### src/rtl/cpu_ctrl_pkg.sv
// Shared types for the CPU run/step sequencer: controller states and run modes.
package cpu_ctrl_pkg;

   typedef enum logic [1:0] {
      S_RESET  = 2'b00,
      S_ACTIVE = 2'b01,
      S_HALTED = 2'b10
   } ctrl_state_t;

   typedef enum logic [1:0] {
      M_FREE  = 2'b00,
      M_SLOW  = 2'b01,
      M_STEP  = 2'b10,
      M_PAUSE = 2'b11
   } run_mode_t;

endpackage

### src/rtl/cpu_run_ctrl_key_debounce.sv
// Step key conditioning: 2-FF synchronizer, stability debounce and a one-cycle
// pulse on each accepted press (falling edge of the debounced level).
module key_debounce #(
   parameter int unsigned DEBOUNCE_CYC = 1_000_000
) (
   input  logic clk,
   input  logic rst_n,
   input  logic key_n,
   output logic press
);

   localparam int unsigned DB_W = $clog2(DEBOUNCE_CYC + 1);

   logic            key_meta;
   logic            key_sync;
   logic            level;
   logic [DB_W-1:0] db_cnt;

   // Synchronizer resets to the released (high) key level.
   always_ff @(posedge clk or negedge rst_n) begin
      if (!rst_n) begin
         key_meta <= 1'b1;
         key_sync <= 1'b1;
      end else begin
         key_meta <= key_n;
         key_sync <= key_meta;
      end
   end

   // Level is accepted only after DEBOUNCE_CYC consecutive disagreeing samples.
   always_ff @(posedge clk or negedge rst_n) begin
      if (!rst_n) begin
         level  <= 1'b1;
         db_cnt <= '0;
         press  <= 1'b0;
      end else if (key_sync != level) begin
         if (db_cnt == DB_W'(DEBOUNCE_CYC - 1)) begin
            level  <= key_sync;
            db_cnt <= '0;
            press  <= ~key_sync;
         end else begin
            db_cnt <= db_cnt + DB_W'(1);
            press  <= 1'b0;
         end
      end else begin
         db_cnt <= '0;
         press  <= 1'b0;
      end
   end

endmodule

### src/rtl/cpu_run_ctrl.sv
// Run/step sequencer: produces the core clock enable (free, slow, single-step or
// paused), holds the core in reset after board reset, stops on halt, counts cycles.
module cpu_run_ctrl
   import cpu_ctrl_pkg::*;
#(
   parameter int unsigned SLOW_DIV     = 50_000_000,
   parameter int unsigned DEBOUNCE_CYC = 1_000_000,
   parameter int unsigned RST_HOLD     = 4,
   parameter int unsigned CNT_W        = 32
) (
   input  logic             clk,
   input  logic             reset_n,
   input  logic [1:0]       mode_sel,
   input  logic             step_key_n,
   input  logic             halt_in,
   output logic             cpu_en,
   output logic             cpu_rst_n,
   output logic             halted,
   output logic [1:0]       state,
   output logic [CNT_W-1:0] cycle_count
);

   localparam int unsigned DIV_W  = $clog2(SLOW_DIV);
   localparam int unsigned HOLD_W = $clog2(RST_HOLD + 1);

   ctrl_state_t       cur_state;
   ctrl_state_t       state_nxt;
   logic [1:0]        mode_meta;
   logic [1:0]        mode_sync;
   run_mode_t         mode_s;
   run_mode_t         mode_prev;
   logic              mode_chg;
   logic              press;
   logic [HOLD_W-1:0] hold_cnt;
   logic [HOLD_W-1:0] hold_nxt;
   logic [DIV_W-1:0]  div;
   logic [DIV_W-1:0]  div_nxt;
   logic              en_nxt;
   logic              rst_n_nxt;
   logic              halted_nxt;
   logic [CNT_W-1:0]  count_nxt;

   key_debounce #(
      .DEBOUNCE_CYC(DEBOUNCE_CYC)
   ) u_key_debounce (
      .clk   (clk),
      .rst_n (reset_n),
      .key_n (step_key_n),
      .press (press)
   );

   // Mode switches are quasi-static; a plain 2-FF synchronizer is enough.
   always_ff @(posedge clk or negedge reset_n) begin
      if (!reset_n) begin
         mode_meta <= 2'b00;
         mode_sync <= 2'b00;
      end else begin
         mode_meta <= mode_sel;
         mode_sync <= mode_meta;
      end
   end

   assign mode_s   = run_mode_t'(mode_sync);
   assign mode_chg = (mode_s != mode_prev);
   assign state    = cur_state;

   always_ff @(posedge clk or negedge reset_n) begin
      if (!reset_n) begin
         cur_state   <= S_RESET;
         mode_prev   <= M_FREE;
         hold_cnt    <= '0;
         div         <= '0;
         cpu_en      <= 1'b0;
         cpu_rst_n   <= 1'b0;
         halted      <= 1'b0;
         cycle_count <= '0;
      end else begin
         cur_state   <= state_nxt;
         mode_prev   <= mode_s;
         hold_cnt    <= hold_nxt;
         div         <= div_nxt;
         cpu_en      <= en_nxt;
         cpu_rst_n   <= rst_n_nxt;
         halted      <= halted_nxt;
         cycle_count <= count_nxt;
      end
   end

   always_comb begin
      state_nxt  = cur_state;
      hold_nxt   = hold_cnt;
      div_nxt    = div;
      en_nxt     = 1'b0;
      rst_n_nxt  = cpu_rst_n;
      halted_nxt = halted;
      count_nxt  = cycle_count;

      // Saturating count of issued enables; a pulse coinciding with halt still counts.
      if (cpu_en && (cycle_count != '1)) begin
         count_nxt = cycle_count + CNT_W'(1);
      end

      case (cur_state)
         S_RESET: begin
            rst_n_nxt  = 1'b0;
            halted_nxt = 1'b0;
            div_nxt    = '0;
            if (hold_cnt == HOLD_W'(RST_HOLD - 1)) begin
               state_nxt = S_ACTIVE;
               rst_n_nxt = 1'b1;
            end else begin
               hold_nxt = hold_cnt + HOLD_W'(1);
            end
         end

         S_ACTIVE: begin
            rst_n_nxt = 1'b1;
            if (halt_in) begin
               state_nxt  = S_HALTED;
               halted_nxt = 1'b1;
               div_nxt    = '0;
            end else if (mode_chg) begin
               // Restart the divider so the first slow pulse is a full period away.
               div_nxt = '0;
               en_nxt  = (mode_s == M_FREE) || ((mode_s == M_STEP) && press);
            end else begin
               case (mode_s)
                  M_FREE: begin
                     div_nxt = '0;
                     en_nxt  = 1'b1;
                  end
                  M_SLOW: begin
                     if (div == DIV_W'(SLOW_DIV - 1)) begin
                        div_nxt = '0;
                        en_nxt  = 1'b1;
                     end else begin
                        div_nxt = div + DIV_W'(1);
                     end
                  end
                  M_STEP: begin
                     div_nxt = '0;
                     en_nxt  = press;
                  end
                  default: begin
                     div_nxt = '0;
                  end
               endcase
            end
         end

         S_HALTED: begin
            rst_n_nxt  = 1'b1;
            halted_nxt = 1'b1;
            div_nxt    = '0;
         end

         default: begin
            state_nxt  = S_RESET;
            rst_n_nxt  = 1'b0;
            halted_nxt = 1'b0;
            hold_nxt   = '0;
            div_nxt    = '0;
         end
      endcase
   end

endmodule

### config.mk
export PLATFORM = sky130hd
export DESIGN_NAME = cpu_run_ctrl
export DESIGN_NICKNAME = d
export VERILOG_FILES = /design/src/rtl/cpu_ctrl_pkg.sv /design/src/rtl/cpu_run_ctrl_key_debounce.sv /design/src/rtl/cpu_run_ctrl.sv
export SDC_FILE = /design/constraint.sdc
export NUM_CORES = 1
export LEC_CHECK = 0
export CAP_MARGIN = 20
export CORE_ASPECT_RATIO = 0.75
export CORE_MARGIN = 2
export CORE_UTILIZATION = 38
export DETAILED_ROUTE_END_ITERATION = 16
export GPL_ROUTABILITY_DRIVEN = 0
export PLACE_DENSITY = 0.56
export SETUP_SLACK_MARGIN = 0.05
export SLEW_MARGIN = 30
export SYNTH_ARGS = -nofsm -noshare
export SYNTH_HDL_FRONTEND = slang
export SYNTH_SLANG_ARGS = --single-unit
export TNS_END_PERCENT = 30
### constraint.sdc
create_clock -name clk -period 2 [get_ports clk]
set_input_delay 0.4 -clock clk [delete_from_list [all_inputs] [get_ports clk]]
set_output_delay 0.4 -clock clk [all_outputs]
set_load 0.01 [all_outputs]
Yosys cells after proc, flatten, opt, wreduce, memory -nomap -nowiden

Index checks and enable logic that the tools add are counted.

Add/sub/neg operators: 4
Equality and inequality tests: 13
Mux-type cells: 23
Bitwise gates (word level): 3
Reduce and logical (&&, ||, !) cells: 9

Operators by type and width:

| cell                                                 | count |
|---|---|
| 2-to-1 mux 26 bit                                    | 5 |
| 2-to-1 mux 20 bit                                    | 2 |
| adder 32 x 1 -> 32 bit (second input constant)       | 1 |
| != test 32 bit (second input constant)               | 1 |
| adder 26 x 1 -> 26 bit (second input constant)       | 1 |
| equality test 26 bit (second input constant)         | 1 |
| adder 20 x 1 -> 20 bit (second input constant)       | 1 |
| equality test 20 bit (second input constant)         | 1 |
| 2-to-1 mux 1 bit                                     | 8 |
| != test 2 bit (second input constant)                | 3 |
| case mux 2 bit (3 select lines)                      | 1 |
| case mux 3 bit (2 select lines)                      | 1 |
| equality test 2 x 1 -> 1 bit (second input constant) | 2 |
| equality test 2 bit (second input constant)          | 2 |
| logical NOT 2 bit                                    | 2 |
| 2-to-1 mux 2 bit                                     | 2 |
| case mux 1 bit (2 select lines)                      | 2 |
| AND reduction 2 bit                                  | 2 |
| adder 3 x 1 -> 3 bit (second input constant)         | 1 |
| equality test 3 x 2 -> 1 bit (second input constant) | 1 |
| 2-to-1 mux 3 bit                                     | 1 |
| NOT 1 bit                                            | 3 |
| case mux 1 bit (3 select lines)                      | 1 |
| AND reduction 3 bit                                  | 1 |
| 5 further kinds                                      | 6 |

Register bits after elaboration: 96

Longest topological paths before layout

Depth in word-level cells: 6
Depth in mapped cells: 8
Depth with buffers taken out: 7

Hierarchy

Synthesis repeated with hierarchy kept, for this count alone.

Cells, all modules: 422
Area total of the unflattened synthesis: 4,616.9 um^2

By module, submodules not included:

| module       | times used | cells an instance | area an instance (um^2) | seq. area each (um^2) |
|---|---|---|---|---|
| cpu_run_ctrl | 1          | 315               | 3,428.3                 | 1,801.7 |
| key_debounce | 1          | 107               | 1,188.6                 | 604.3 |

Least setup slack after synthesis

Ideal clock, no wire load.

Path kind: register to register
Start: register cycle_count[7]
End: register cycle_count[27]
Setup time: 79 ps
Data arrival time: 2,037 ps
Slack: -117 ps
Stages on the path, launching flop included: 7
Buffers on the path: 1
Cell sequence: dfrtp_1 > nand3_1 > or4_4 > buf_6 > or4_4 > nor2_1 > xor2_1

Word-level cells in the longest chain between the ends: 2
Elaborated cells between the ends (all ways): 3

RTL lines:

| element                                                                        | RTL line           | text |
|---|---|---|
| start: declaration                                                             | cpu_run_ctrl.sv:20 | `output logic [CNT_W-1:0] cycle_count` |
| start signal: assignment                                                       | cpu_run_ctrl.sv:85 | `cycle_count <= count_nxt;` |
| parallel branches: the longest is 2 deep, another holds adder 32 x 1 -> 32 bit | --                 |  |

Parallel ways; which one is timed is not known.
A chain may end at the register's enable or synchronous reset.

Worst setup path in the final report

Start: register cycle_count[8]
End: register cycle_count[31]

Same word-level chain as after synthesis.

==> out/qor.csv <==
stage;metric;value;unit
setup_path;crit_type;reg -> reg;
final_layout;layout-drive-gt1-share;0.158;
timing;report.final.slew_viol_count;0;
clock_network;h-tree-depth;3;
timing;final_hold_viol_count;0;
route;drtIter0Drc;223;
synth;ys_seq_area_frac;0.538;
setup_path;critical_path_peak_fanout;6;
pwr;switchingPower;1130;uW
synth;synth_area_leaders;dfrtp_1 (52%), xor2_1 (8.2%), nor2_1 (5.2%), xnor2_1 (4.7%), nand3_1 (4.3%);
final_layout;mostFrequentLayoutCells;dfrtp_1 (91), nor2_1 (60), buf_4 (43);
timing;setup_viol;0;
final_layout;seq_area;2410;um^2
synth;syn_inst;431;
floorplanning;rows;34;
worst_hold_path;hold_path_class;reg -> reg;
route;ant_nets;0;
synth;yosysTopAreaCellShare;0.520;
setup_path;cpLargestDelayFamily;simple AND/OR/NAND/NOR gates;
timing;post-route-min-period;1950;ps
final_layout;layout_commonest_cell;dfrtp_1;
final_layout;antenna_cells;0;
clock_network;clock_sinks;96;
setup_path;path_common_cell;or4_4;
clock_network;numCtsBuffers;9;
route;vias_per_cell;4.96;
pwr;p_clk_frac;0.403;
pwr;powerDensity;795;nW/um^2
synth;yosysUniqueCellTypes;39;
route;drcViolationCount;0;
route;wl;9350;um
setup_path;critPathSlowestCell;or4_4;
timing;fmaxAchievable;0.513;GHz
final_layout;syn2layout_area_growth;30.6;%
global_routing;grt_max_degree;54;
route;num_vias;3443;
pwr;power.total;4640;uW
setup_path;worstPathRequired;2270;ps
final_layout;nets;542;
final_layout;nFillCells;1090;
pwr;switching_share;0.244;
pwr;internal_power;3510;uW
timing;rsz0062_at_grt;true;
global_routing;antenna_found_initial;0;
setup_path;end_kind;register;
synth;synth_fp_nets;446;
clock_network;clock_latency;340;ps
floorplanning;die_y;97.9;um
setup_path;cp.buffers_inverters;0;
setup_path;max_stage_delay;550;ps
clock_network;clk_pin_slew;70;ps
floorplanning;initial_core_util;0.388;
timing;tightestPinTransition;492;ps
floorplanning;fp.coreArea;11500;um^2
placement;dpl.hpwl;6600;um
setup_path;cp.arrival;2220;ps
timing;slew_headroom;0.671;
synth;post-synth-top-area-cell;dfrtp_1;
run_status;status;completed;
pwr;combPwrFrac;0.140;
flow_run;maxCapViolCount;0;
floorplanning;num_io_pins;43;
global_routing;grt-ovfl-total;0;
setup_path;path_cells;nand3_2 -> or4_4 -> or4_4 -> nor3_2 -> xnor2_1;
synth;syn_avg_cell_area;10.4;um^2
global_routing;track_usage;0.162;
clock_network;cts_tree;built;
timing;worst_hold_slack;350;ps
final_layout;multiInputGateArea;2040;um^2
synth;synth_ff_type;dfrtp_1;
setup_path;start_kind;register;
synth;async_flop_share;1.00;
clock_network;clock_tree.root_cell;clkbuf_16;
pwr;p_leak;0.00250;uW
pwr;seqPwrFrac;0.457;
synth;synth_warnings;0;
floorplanning;die_x;129;um
placement;io_buffers;42;
route;wire_per_inst;13.5;um
timing;fin_crit_sh;0.975;
synth;synth_seq_cells;96;
global_routing;grt_pass1_vias;3447;
clock_network;cts_buffer_depth;2;
synth;synth_edf_count;0;
route;firstDrtPassIters;4;
synth;syn-cell-area;4470;um^2
timing;finClkSkew;9.18;ps
pwr;peakVddDrop;0.579;mV
floorplanning;die_area;12700;um^2
global_routing;grt_first_pass_wirelength;16300;um
==> stage by stage <==
stage                      util  setup TNS (ps)  cell area [um^2]  setup WS (ps)  instances
after global routing      0.507               0              5840          0.949        694
final                     0.507               0              5840           49.4        694
after global placement    0.471               0              5430           53.4        672
after floorplan               -           -92.6              4490          -29.1        431
after CTS                 0.502               0              5780           42.0        692
after detailed placement  0.471               0              5430           43.9        672
==> final cells by class <==
type | count | share of cell area
clock buffer | 11 | 0.0416
clock inverter | 5 | 0.0137
inverter | 13 | 0.00835
multi-input combinational | 317 | 0.349
sequential | 96 | 0.412
tap | 162 | 0.0347
timing repair buffer | 90 | 0.140
==> per-layer routing <==
| metal | GRT usage | part of all wire | up-vias |
|---|---|---|---|
| li1 | - | - | 1699 |
| met2 | 0.234 | 0.42 | 69 |
| met4 | 0.0594 | 0.017 | 0 |
| met3 | 0.0444 | 0.047 | 15 |
| met1 | 0.232 | 0.51 | 1660 |
| met5 | 0 | 0 | - |
==> final timing paths <==
check / startpoint / to / slack (ps) / cells after the start
worst max-delay path: cycle_count[8] / cycle_count[31] / 50 / 5
worst min-delay path: mode_meta[0] / mode_s[0] / 350 / 0
worst max register to register: cycle_count[8] / cycle_count[31] / 50 / 5
worst min register to register: mode_meta[0] / mode_s[0] / 350 / 0
max in group asynchronous: reset_n / u_key_debounce.key_meta / 860 / 3
min in group asynchronous: reset_n / div[1] / 470 / 2
==> power groups by stage <==
stage	Clock [uW]	Sequential [uW]	Combinational [uW]
after global placement	0	2150	637
after detailed placement	0	2150	659
after floorplan	0	2180	327
after global routing	1990	2130	726
final	1870	2120	650
after CTS	1920	2120	664
==> state kept, by name (all words and copies together), names as in the netlist <==
signal and count:
state 2, cpu_en 1, div 26, hold_cnt 3
halted 1, mode_s 2, u_key_debounce.key_meta 1, u_key_debounce.press 1
mode_meta 2, u_key_debounce.key_sync 1, u_key_debounce.level 1, cycle_count 32
u_key_debounce.db_cnt 20, cpu_rst_n 1, mode_prev 2
==> cell families after synthesis <==
logic type               count (synthesis)  share of synthesized area
buffers and inverters                   18                     0.0168
flip-flops                              96                      0.538
AO/OA/AOI/OAI                           30                     0.0450
multiplexers                             4                     0.0101
XOR/XNOR                                66                      0.129
adder cells (fa/ha/maj)                  9                     0.0252
AND/OR/NAND/NOR                        208                      0.236
==> cells in the mapped netlist, drive strengths merged (3+ instances only) <==
cell	count
o31ai	3
xor2	42
clkbuf	4
nand3	38
and3	11
and2	5
nand2	31
dfstp	3
nor3	12
or3	4
nor4b	3
xnor2	24
nor2	62
nand4	16
nor4	11
ha	9
or4	3
dfrtp	93
a21oi	8
inv	13
and4	6
mux2	4
a22o	4
o21ai	6
==> timing repair <==
action | CTS | global route
buffers inserted | 3 | 2
resized for setup | 0 | 9
pin swaps | 1 | 4
hold buffers | 1 | 0
endpoints found under the setup margin | 1 | 30
endpoints found under the hold margin | 16 | 0
==> worst register-to-register path, cell delays in order (launching register included) <==
cell	delay (ps)
dfrtp_1	380
nand3_2	130
or4_4	550
or4_4	490
nor3_2	190
xnor2_1	130
Power figures use the tool's default switching activity.
